--- src/rtl/sumador_serial_n.sv ---
// Bit-serial adder/subtractor: DIGIT bits per clock through a single carry flop,
// with a start/busy/done handshake and registered sum, carry-out and overflow.
`timescale 1ns/1ps

module sumador_serial_n #(
    parameter int WIDTH = 8,
    parameter int DIGIT = 1
) (
    input  logic             clk,
    input  logic             rst,
    input  logic             start,
    input  logic [WIDTH-1:0] a,
    input  logic [WIDTH-1:0] b,
    input  logic             cin,
    input  logic             sub,
    output logic             busy,
    output logic             done,
    output logic [WIDTH-1:0] s,
    output logic             cout,
    output logic             ovf
);
    localparam int N  = WIDTH / DIGIT;
    localparam int CW = (N > 1) ? $clog2(N) : 1;
    localparam int DW = DIGIT + 1;
    localparam logic [CW-1:0] LAST = CW'(N - 1);

    generate
        if (WIDTH < 2 || DIGIT < 1 || DIGIT > WIDTH || (WIDTH % DIGIT) != 0) begin : g_bad_params
            $error("sumador_serial_n: DIGIT must divide WIDTH and WIDTH must be >= 2");
        end
    endgenerate

    typedef enum logic [1:0] {
        IDLE = 2'd0,
        RUN  = 2'd1,
        DONE = 2'd2
    } state_t;

    state_t           state_q;
    logic [WIDTH-1:0] opa_q;
    logic [WIDTH-1:0] opb_q;
    logic [WIDTH-1:0] res_q;
    logic [CW-1:0]    cnt_q;
    logic             carry_q;
    logic             cout_q;
    logic             ovf_q;
    logic             busy_q;
    logic             done_q;

    logic [DIGIT:0]   sum_d;
    logic             msb_cin_d;
    logic [WIDTH-1:0] res_d;

    // NOTE: every always_comb output is assigned unconditionally, so no latch can be inferred.
    always_comb begin
        sum_d     = {1'b0, opa_q[DIGIT-1:0]} + {1'b0, opb_q[DIGIT-1:0]} + DW'(carry_q);
        // Carry into the digit's top bit, recovered from its sum bit and operand bits.
        msb_cin_d = sum_d[DIGIT-1] ^ opa_q[DIGIT-1] ^ opb_q[DIGIT-1];
        res_d     = (res_q >> DIGIT) | (WIDTH'(sum_d[DIGIT-1:0]) << (WIDTH - DIGIT));
    end

    // NOTE: all state updates use non-blocking assignments so every flop samples pre-edge values.
    always_ff @(posedge clk or posedge rst) begin
        if (rst) begin
            state_q <= IDLE;
            opa_q   <= '0;
            opb_q   <= '0;
            res_q   <= '0;
            cnt_q   <= '0;
            carry_q <= 1'b0;
            cout_q  <= 1'b0;
            ovf_q   <= 1'b0;
            busy_q  <= 1'b0;
            done_q  <= 1'b0;
        end else begin
            done_q <= 1'b0;
            case (state_q)
                IDLE, DONE: begin
                    if (start) begin
                        opa_q   <= a;
                        opb_q   <= sub ? ~b : b;
                        carry_q <= cin ^ sub;
                        cnt_q   <= '0;
                        busy_q  <= 1'b1;
                        state_q <= RUN;
                    end else begin
                        state_q <= IDLE;
                    end
                end
                RUN: begin
                    opa_q   <= opa_q >> DIGIT;
                    opb_q   <= opb_q >> DIGIT;
                    carry_q <= sum_d[DIGIT];
                    res_q   <= res_d;
                    cnt_q   <= cnt_q + CW'(1);
                    if (cnt_q == LAST) begin
                        cout_q  <= sum_d[DIGIT];
                        ovf_q   <= msb_cin_d ^ sum_d[DIGIT];
                        busy_q  <= 1'b0;
                        done_q  <= 1'b1;
                        state_q <= DONE;
                    end
                end
                default: begin
                    busy_q  <= 1'b0;
                    state_q <= IDLE;
                end
            endcase
        end
    end

    assign busy = busy_q;
    assign done = done_q;
    assign s    = res_q;
    assign cout = cout_q;
    assign ovf  = ovf_q;

endmodule

--- config.mk ---
export PLATFORM = sky130hd
export DESIGN_NAME = sumador_serial_n
export DESIGN_NICKNAME = d
export VERILOG_FILES = /design/src/rtl/sumador_serial_n.sv
export SDC_FILE = /design/constraint.sdc
export NUM_CORES = 1
export LEC_CHECK = 0
export CORE_ASPECT_RATIO = 1.1
export CORE_UTILIZATION = 56
export CTS_BUF_LIST = sky130_fd_sc_hd__clkbuf_8
export DETAILED_ROUTE_END_ITERATION = 16
export GPL_TIMING_DRIVEN = 1
export PLACE_DENSITY = 0.87
export SLEW_MARGIN = 15
export SYNTH_ARGS = -nofsm -noshare
export SYNTH_HDL_FRONTEND = slang
export SYNTH_SLANG_ARGS = --single-unit
--- constraint.sdc ---
create_clock -name clk -period 2.3 [get_ports clk]
set_input_delay 0.46 -clock clk [delete_from_list [all_inputs] [get_ports clk]]
set_output_delay 0.46 -clock clk [all_outputs]
set_load 0.01 [all_outputs]
# Word level (Yosys, flattened, before mapping)
# Index checks and enable logic that the tools add are counted.
# op_classes
eq_ne	5
bitwise_logic	6
addsub	3
muxes	17
n_reduce_logical	6
# op_table
op	count
8-bit case mux with 2 select lines	2
8-bit two-way mux	3
8-bit NOT	1
7-bit by 8-bit bitwise OR with 8-bit output	1
1-bit two-way mux	6
3-bit case mux with 2 select lines	1
2-bit AND reduction	3
2-bit inequality test, second input constant	2
1-bit case mux with 2 select lines	2
2-bit case mux with 2 select lines	1
1-bit XOR	4
3-bit by 1-bit adder with 3-bit output, second input constant	1
3-bit == test, second input constant	1
3-bit two-way mux	1
1-bit by 1-bit adder with 2-bit output	1
2-bit by 1-bit adder with 2-bit output	1
2-bit by 1-bit == test with 1-bit output, second input constant	1
2-bit == test, second input constant	1
2-bit zero test	1
2-bit two-way mux	1
2-bit nonzero test	1
2-bit OR reduction	1
# totals
inputBits	21
out_inout_bits	12
elab_cells	47
register_bits	34

# Longest topological paths before layout
# depth
depth_word	5
mapped_depth	5
mapped_depth_nobuf	5

# Worst setup path after synthesis
# Ideal clock, no wire load.
# synth_path
path_kind	register to register
startpoint	register opa_q[0]
endpoint	register ovf_q (netlist: ovf)
period_less_slack_ns	1.413
required_time_ns	2.177
path_slack_ns	0.887
arrival_ns	1.290
setup_time_ns	0.123
n_path_buf	0
path_stages_with_launch	5
cell_sequence	dfrtp_1 -> fa_1 -> xnor2_1 -> xnor2_1 -> a21oi_1
# synth_via
elab_chain_len	5
# synth_rtl
item	line_no	source
start: declaration	40	logic [WIDTH-1:0] opa_q;
start signal: assignment	91	opa_q <= opa_q >> DIGIT;
1-bit by 1-bit adder with 2-bit output	56	sum_d = {1'b0, opa_q[DIGIT-1:0]} + {1'b0, opb_q[DIGIT-1:0]} + DW'(carry_q);
2-bit by 1-bit adder with 2-bit output	56	
1-bit XOR (2 in a row)	58	msb_cin_d = sum_d[DIGIT-1] ^ opa_q[DIGIT-1] ^ opb_q[DIGIT-1];
1-bit XOR (*)	98	ovf_q <= msb_cin_d ^ sum_d[DIGIT];
end signal: assignment	98	
end: declaration	46	logic ovf_q;
# Mark *: on every way between the ends. The rest lies on a longest branch, timed or not.
# A chain may end at the register's enable or synchronous reset.

# Worst setup path after layout
# layout_path
startpoint	input start
endpoint	register cnt_q[0]
# layout_via
elab_chain_len	2
# layout_rtl
item	line_no	source
start: declaration	11	input logic start,
2-bit inequality test (no source line)	-	
2-bit AND reduction (no source line)	-	
end signal: assignment	95	cnt_q <= cnt_q + CW'(1);
end: declaration	43	logic [CW-1:0] cnt_q;
# Every way passes these cells.

==> reports/qor.csv <==
metric,value,unit
largest net degree at the start of global routing,35,
"Buf+Inv Stages, Crit Path",1,
Congestion Overflow GR,0,
DP HPWL,1.98,mm
share of layout cells above drive strength 1,14.7,%
CTS sink count,34,
Slew @ Worst Pin,0.766,ns
part of the Yosys area used for sequential elements,54.2,%
initial DRC count,31,
"CTS clk-pin slew, worst paths",0.06,ns
minimum clock period,1.73,ns
final setup fails,0,
Slew headroom,48.9,%
clock skew,0.00740,ns
IO Pins,33,
die width,52.5,µm
Final period util,75.1,%
Pleak,0.890,nW
"Data arrival, critical path",1.95,ns
hold path endpoint,opa_q[5],
Mapped Area,1570,µm²
hold path cells,1,
CTS Buffer Depth,2,
worst hold path class,reg -> reg,
R2R depth,3,
CP startpoint kind,input port,
# hold bufs at CTS,0,
area delta synth->final,22.7,%
routed vias/inst,5.64,
status,completed,
min-delay src,opa_q[5],
number of H-tree levels,2,
Fin. Hold Viols,0,
synth warn,0,
core region area,2570,µm²
worst reg-to-reg setup slack,0.73,ns
DRT antenna net count,0,
#FFs+latches synth,34,
CP Cell Sequence,"clkdlybuf4s50_1, nor2b_1, nor2_2, mux2_2",
port bufs,32,
# Post-CTS Setup Buffers,0,
Skew-Pair Late Insertion Delay,0.28,ns
drt drc,0,
Setup CP Type,in -> reg,
CP required,2.52,ns
initial antenna violation count,0,
Pwr Density,1430,nW/µm²
DR vias,1020,
R2R Path End,cnt_q[0],
met2 routed WL,1.55,mm
CTS tree,built,
full die area,3020,µm²
max-cap violation count,0,
CP top delay family,simple AND/OR/NAND/NOR gates,
maximum VDD drop,1.15,mV
total track usage,22.8,%
fmax,0.579,GHz
root buffer cell,clkbuf_8,
setup TNS,0,ns
drt wl/cell,16.2,µm
Crit. End Element,flip-flop,
Rows,19,
Netlist cell types,22,
GPL Wtd Cong,0.768,
global-route wire length before repair,4.79,mm
CP peak stage delay,0.59,ns
metal3 WL,163,µm
slowest CP cell,nor2_2,
# nets final,173,
met1 wire length,1.19,mm
CP Max Fanout,20,
Final Max Tran Viols,0,
Initial Util,61.1,%
drt total wl,2.93,mm
top routing layer in use,met4,
Syn Area/Cell,12.9,µm²
number of global-route vias before repair,1061,
RSZ-0062 raised after global routing,false,
Post-Syn Nets,146,
Num CTS Buffers,5,
Cells after Synth,122,
worst flop-to-flop path startpoint,state_q[0],
filler instances,175,
post-cts sizing count,0,
Die Height,57.5,µm
Final Core Density,75.0,%
drt pass-1 iters,4,
n_diodes,0,
Power Total,2.74,mW
## placed cells by master, fill, tap and decap left out, types with 2 or more instances in the layout
| cell | synthesis | layout |
|---|---|---|
| dfrtp_1 | 34 | 34 |
| ha_1 | 2 | 2 |
| mux2_2 | 10 | 10 |
| a21o_1 | 7 | 7 |
| a22o_1 | 11 | 11 |
| clkbuf_8 | 0 | 6 |
| and2_1 | 2 | 2 |
| o21ai_0 | 2 | 2 |
| a221o_1 | 8 | 8 |
| inv_1 | 2 | 3 |
| nand2_1 | 2 | 2 |
| buf_4 | 9 | 3 |
| nor2_1 | 8 | 8 |
| clkdlybuf4s50_1 | 0 | 32 |
| xnor2_1 | 11 | 11 |
| a21oi_1 | 2 | 2 |
## cells by family after synthesis
| family | Yosys count | share of synthesized area (%) |
|---|---|---|
| AO/OA/AOI/OAI | 30 | 15.9 |
| multiplexers | 10 | 7.18 |
| flip-flops | 34 | 54.2 |
| XOR/XNOR | 12 | 6.70 |
| buffers and inverters | 17 | 7.89 |
| adder cells (fa/ha/maj) | 3 | 2.87 |
| AND/OR/NAND/NOR | 16 | 5.26 |
## cell type report
cell class	count	area, µm²	area share (%)
clock buffers	6	82.6	4.29
clock inverters	2	8.76	0.455
inverters	2	7.51	0.390
multi-input cells	71	594	30.9
flip-flops and latches	34	851	44.2
well taps	31	38.8	2.01
repair buffers	35	343	17.8
## per-stage QoR
step / hold slack, ns / cells / cell area (µm²) / setup WS (ns)
after floorplan: 0.450 / 122 / 1570 / 0.887
after global placement: 0.459 / 173 / 1830 / 0.386
after detailed placement: 0.469 / 173 / 1830 / 0.329
after CTS: 0.486 / 181 / 1930 / 0.595
after global routing: 0.516 / 181 / 1930 / 0.466
final: 0.482 / 181 / 1930 / 0.572
## registers in the layout, summed over array words and instances, names as in the netlist
name / cells
ovf: 1
done: 1
cout: 1
s: 8
carry_q: 1
opa_q: 8
opb_q: 8
state_q: 2
cnt_q: 3
busy: 1
## synth_stat cells (all sizes together)
| cell type | number | area share, % |
|---|---|---|
| a21o | 7 | 3.3 |
| a21oi | 2 | 0.64 |
| a221o | 8 | 5.1 |
| a22o | 11 | 6.1 |
| and2 | 2 | 0.80 |
| buf | 15 | 7.4 |
| dfrtp | 34 | 54 |
| fa | 1 | 1.3 |
| ha | 2 | 1.6 |
| inv | 2 | 0.48 |
| mux2 | 10 | 7.2 |
| nand2 | 2 | 0.48 |
| nand2b | 1 | 0.40 |
| nor2 | 9 | 2.3 |
| nor2b | 2 | 1.3 |
| o21ai | 2 | 0.64 |
| xnor2 | 11 | 6.1 |
| xor2 | 1 | 0.56 |
## worst max path at each step
stage | startpoint | endpoint | depth (start not counted)
6_report | start | cnt_q[0] | 4
5_1_grt | start | carry_q | 4
4_1_cts | start | opb_q[1] | 4
3_5_place_dp | start | cnt_q[0] | 4
3_3_place_gp | start | cnt_q[0] | 4
2_1_floorplan | opa_q[0] | ovf | 4
## power by group
part,total [mW],switching [mW],internal [mW]
Sequential,1.06,0.180,0.880
Clock,0.440,0.203,0.237
Combinational,1.24,0.537,0.708
## metal layers
layer / global-route usage (%) / vias up
li1: - / 478
met1: 27.8 / 507
met2: 37.6 / 32
met3: 8.00 / 3
met4: 6.77 / 0
met5: 0 / -
Power figures use the tool's default switching activity.
